**config.mk**
```make
export PLATFORM = sky130hd
export DESIGN_NAME = video_mem_arbiter
export DESIGN_NICKNAME = d
export VERILOG_FILES = /design/src/rtl/video_pkg.sv /design/src/rtl/video_read_pipe.sv /design/src/rtl/video_mem_arbiter.sv
export SDC_FILE = /design/constraint.sdc
export NUM_CORES = 1
export LEC_CHECK = 0
export CAP_MARGIN = 20
export CORE_UTILIZATION = 42
export CTS_CLUSTER_SIZE = 14
export DETAILED_ROUTE_END_ITERATION = 12
export PLACE_DENSITY = 0.86
export SLEW_MARGIN = 20
export SYNTH_ARGS = -nofsm -noshare
export SYNTH_HDL_FRONTEND = slang
export SYNTH_SLANG_ARGS = --single-unit
```
**constraint.sdc**
```tcl
create_clock -name clk_32 -period 7.7 [get_ports clk_32]
set_input_delay 0.77 -clock clk_32 [delete_from_list [all_inputs] [get_ports clk_32]]
set_output_delay 0.77 -clock clk_32 [all_outputs]
set_load 0.03 [all_outputs]
```
**src/rtl/video_pkg.sv**
```systemverilog
// Shared types and widths for the video memory read-slot arbiter.
package video_pkg;

   localparam int ADDR_W = 23;
   localparam int DATA_W = 64;
   localparam logic [1:0] DEF_VIDEO_SLOT = 2'd0;

   typedef enum logic [1:0] {
      TAG_NONE,
      TAG_SHF,
      TAG_SND,
      TAG_VIK
   } owner_t;

endpackage

```
**src/rtl/video_read_pipe.sv**
```systemverilog
// Tracks the single outstanding video read: latency count, data capture
// and the one-cycle valid pulse to whoever owned the slot.
module video_read_pipe
   import video_pkg::*;
#(
   parameter int READ_LATENCY = 6
) (
   input  logic              clk_32,
   input  logic              reset,
   input  logic              start,
   input  owner_t            tag,
   input  logic [DATA_W-1:0] mem_data,
   output logic [DATA_W-1:0] rd_data,
   output logic              shf_valid,
   output logic              snd_valid,
   output logic              vik_valid
);

   owner_t     owner;
   logic [3:0] cnt;
   logic       fire;

   always_ff @(posedge clk_32 or posedge reset) begin
      if (reset) begin
         owner     <= TAG_NONE;
         cnt       <= 4'd0;
         fire      <= 1'b0;
         rd_data   <= '0;
         shf_valid <= 1'b0;
         snd_valid <= 1'b0;
         vik_valid <= 1'b0;
      end else begin
         fire      <= 1'b0;
         shf_valid <= 1'b0;
         snd_valid <= 1'b0;
         vik_valid <= 1'b0;
         if (start) begin
            owner <= tag;
            cnt   <= 4'(READ_LATENCY);
         end else if (cnt != 4'd0) begin
            cnt <= cnt - 4'd1;
            // counter reaching zero is the edge mem_data is sampled
            if (cnt == 4'd1) begin
               rd_data <= mem_data;
               fire    <= 1'b1;
            end
         end
         if (fire) begin
            shf_valid <= (owner == TAG_SHF);
            snd_valid <= (owner == TAG_SND);
            vik_valid <= (owner == TAG_VIK);
         end
      end
   end

endmodule

```
**src/rtl/video_mem_arbiter.sv**
```systemverilog
// Grants the video read slot to shifter, DMA sound or Viking and keeps
// sound from starving behind the shifter.
module video_mem_arbiter
   import video_pkg::*;
#(
   parameter logic [1:0] VIDEO_SLOT   = DEF_VIDEO_SLOT,
   parameter int         READ_LATENCY = 6,
   parameter int         MAX_WAIT     = 3
) (
   input  logic              clk_32,
   input  logic              reset,
   input  logic              clk_8_en,
   input  logic [1:0]        bus_cycle,
   input  logic              viking_enable,
   input  logic              shf_req,
   input  logic [ADDR_W-1:0] shf_addr,
   output logic              shf_ack,
   output logic              shf_valid,
   input  logic              snd_req,
   input  logic [ADDR_W-1:0] snd_addr,
   output logic              snd_ack,
   output logic              snd_valid,
   input  logic              vik_req,
   input  logic [ADDR_W-1:0] vik_addr,
   output logic              vik_ack,
   output logic              vik_valid,
   output logic [ADDR_W-1:0] mem_addr,
   output logic              mem_read,
   input  logic [DATA_W-1:0] mem_data,
   output logic [DATA_W-1:0] rd_data,
   output logic              snd_starved
);

   owner_t            win;
   logic [ADDR_W-1:0] win_addr;
   logic [3:0]        wait_cnt;
   logic              slot;
   logic              grant;

   assign slot        = clk_8_en && (bus_cycle == VIDEO_SLOT);
   assign grant       = slot && (win != TAG_NONE);
   assign snd_starved = (wait_cnt == 4'(MAX_WAIT));

   always_comb begin
      win      = TAG_NONE;
      win_addr = '0;
      if (viking_enable) begin
         if (vik_req) win = TAG_VIK;
      end else if (snd_req && snd_starved) begin
         win = TAG_SND;
      end else if (shf_req) begin
         win = TAG_SHF;
      end else if (snd_req) begin
         win = TAG_SND;
      end
      case (win)
         TAG_SHF: win_addr = shf_addr;
         TAG_SND: win_addr = snd_addr;
         TAG_VIK: win_addr = vik_addr;
         default: win_addr = '0;
      endcase
   end

   always_ff @(posedge clk_32 or posedge reset) begin
      if (reset) begin
         mem_read <= 1'b0;
         mem_addr <= '0;
         shf_ack  <= 1'b0;
         snd_ack  <= 1'b0;
         vik_ack  <= 1'b0;
         wait_cnt <= 4'd0;
      end else begin
         mem_read <= grant;
         shf_ack  <= grant && (win == TAG_SHF);
         snd_ack  <= grant && (win == TAG_SND);
         vik_ack  <= grant && (win == TAG_VIK);
         if (grant) mem_addr <= win_addr;
         if (viking_enable) begin
            wait_cnt <= 4'd0;
         end else if (slot) begin
            if (!snd_req || win == TAG_SND)
               wait_cnt <= 4'd0;
            else if (!snd_starved)
               wait_cnt <= wait_cnt + 4'd1;
         end
      end
   end

   video_read_pipe #(
      .READ_LATENCY(READ_LATENCY)
   ) u_pipe (
      .clk_32   (clk_32),
      .reset    (reset),
      .start    (grant),
      .tag      (win),
      .mem_data (mem_data),
      .rd_data  (rd_data),
      .shf_valid(shf_valid),
      .snd_valid(snd_valid),
      .vik_valid(vik_valid)
   );

endmodule

```
==> impl_metrics.ini <==
[status]
status = complete, no violations

[die]
num_io_pins = 237
die_w_microns = 104
fp.dieH_microns = 104
rows = 36
dieArea_sq_mm = 0.0108
design.core.area_sq_mm = 0.00991
start_util = 0.438

[drt]
dr.pass1.iters = 7
vias_per_cell = 5.14
wl_per_cell_microns = 16.9
ant_nets = 0
num_vias = 3572
drcViolationCount = 0
drt_wl_total_microns = 11700
first_iter_violations = 152

[synthesis]
synth_edf_count = 0
synth_flop_cell = dfrtp_1
synth_top_cell_area_share = 0.605
yosys-top-cells-area = dfrtp_1 61%, mux2_1 13%, mux2_2 3.9%
yosysUniqueCellTypes = 37
yosysWarnings = 0
synth_area_leader_cell = dfrtp_1
async_flop_share = 1.00
syn_nets = 471
synth_common_cells = 105 x dfrtp_1, 49 x mux2_1, 28 x nor2_1
yosysSeqAreaShare = 0.605
synth_cells = 326
synth_area_sq_mm = 0.00434
avgSynthCellArea_sq_um = 13.3
ys_seq_elements = 105
synth_most_common_cell = dfrtp_1

[timing]
fmax_mhz = 328
tns_ns = 0
worst_slew_pin_slew_ns = 0.929
finalHoldViolCount = 0
relSlewSlack = 0.381
fin_worst_skew_ns = 0.00799
setup_viol = 0
slew_viol_final = 0
fin_crit_sh = 0.396
rsz0062_at_grt = no
period_needed_ns = 3.05

[clock_tree]
cts_sinks = 105
post_cts_resized = 0
clock_tree.root_cell = clkbuf_8
clkSlewWorstSetupHoldPaths_ns = 0.10
cts_tree = yes
postCtsHoldBufs = 0
cts_max_level = 3
cts_buffers = 9
cts_setup_buffers = 0
ctsLongestPathBuffers = 2
clock_latency_ns = 0.36

[global_route]
grt_pass1_wl_microns = 19200
grt_remaining_overflow = 0
antenna_found_initial = 0
grt_usage = 0.226
grt_start_max_net_pins = 66
grt_pass1_vias = 3772

[worst_setup_path]
r2r_slack_ns = 5.53
crit_start = snd_req
endpoint = mem_addr[15]
critPathKind = input pin to flop
crit_path_end_kind = flop
cp.arrival_ns = 3.29
critPathLaunchType = input pin
worstReg2RegStart = wait_cnt[0]
cp.required_ns = 7.94
path_max_fanout = 29
r2r_end = mem_addr[2]
r2r_cells = 5

[cells_and_area]
fillCellCount = 720
area.growth.synth_to_final_pct = 60.5
drive_above_1_share = 0.0730
design_area_sq_mm = 0.00697
nets = 702
multiInputGateArea_sq_mm = 0.00155
postLayoutCoreUtil = 0.703
register_area_sq_mm = 0.00263
antenna_cells = 0

[placement]
gp_congestion = 0.757
placed_cell_area_sq_mm = 0.00675
io_buffers = 236
dpl.hpwl_microns = 8890

[pwr]
ir_worst_vdd_mv = 0.214
p_leak_nw = 2.90
powerDensity_mw_per_mm2 = 348
fin_total_pwr_mw = 2.43

[run]
maxCapViolCount = 0

[worst_hold_path]
hold_class = flop to flop
sequential cells by signal (all words and copies together), names as in the netlist:
signal	cells
u_pipe.rd_data	64
snd_ack	1
u_pipe.fire	1
vik_ack	1
u_pipe.vik_valid	1
shf_ack	1
u_pipe.snd_valid	1
wait_cnt	4
mem_addr	23
mem_read	1
u_pipe.owner	2
u_pipe.cnt	4
u_pipe.shf_valid	1
layout by cell type, fill, tap and decap left out, types with 9 or more instances in the layout:
master | synthesis | final
nor2_1 | 28 | 28
clkdlybuf4s50_1 | 0 | 236
a21oi_1 | 24 | 24
a222oi_1 | 16 | 16
o21ai_0 | 9 | 9
mux2_1 | 49 | 49
clkbuf_8 | 0 | 10
dfrtp_1 | 105 | 105
mux2_2 | 15 | 15
through the flow:
stage	hold slack (ns)	cells	worst slack [ns]
2_1_floorplan	0.449	326	4.17
3_3_place_gp	0.473	678	4.05
3_5_place_dp	0.478	678	3.91
4_1_cts	0.499	694	4.32
5_1_grt	0.522	695	4.48
6_report	0.496	695	4.65
worst max-delay path, cell delays in order:
cell	delay (ns)
clkdlybuf4s50_1	0.51
o311ai_2	0.79
clkinv_1	0.66
buf_16	0.35
nor2_1	0.11
o22ai_1	0.09
power by group:
part / switching, mW / internal (mW) / total [mW]
sequential: 0.118 / 0.767 / 0.885
combinational: 0.662 / 0.570 / 1.23
clock: 0.182 / 0.129 / 0.311
layout make-up:
class	count	share of cell area
Sequential cell	105	0.377
Clock buffer	11	0.0203
Tap cell	133	0.0239
Inverter	9	0.00521
Timing Repair Buffer	239	0.345
Multi-Input combinational cell	193	0.223
Clock inverter	5	0.00557
routing by layer:
metal	vias up	share of wire	track usage
li1	1649	-	-
met1	1729	0.38	0.265
met2	180	0.53	0.407
met3	14	0.069	0.0503
met4	0	0.016	0.0755
met5	-	0	0
worst min path at each step:
stage / start / to / slack [ns] / depth (start not counted)
floorplan: wait_cnt[3] / wait_cnt[3] / 0.45 / 1
global placement: u_pipe.rd_data[43] / u_pipe.rd_data[43] / 0.47 / 1
detailed placement: wait_cnt[3] / wait_cnt[3] / 0.48 / 1
CTS: wait_cnt[3] / wait_cnt[3] / 0.50 / 1
global route: u_pipe.rd_data[15] / u_pipe.rd_data[15] / 0.52 / 1
finish: u_pipe.rd_data[1] / u_pipe.rd_data[1] / 0.50 / 1
cells by family after synthesis:
group                      synth area share
AOI/OAI and AO/OA                     0.110
xor gates and xnor gates            0.00202
and+or+nand+nor                      0.0651
adders and majority gates           0.00864
muxes                                 0.168
DFF                                   0.605
buffers and inverters                0.0406
No activity file was read; power rests on OpenSTA's default activity.
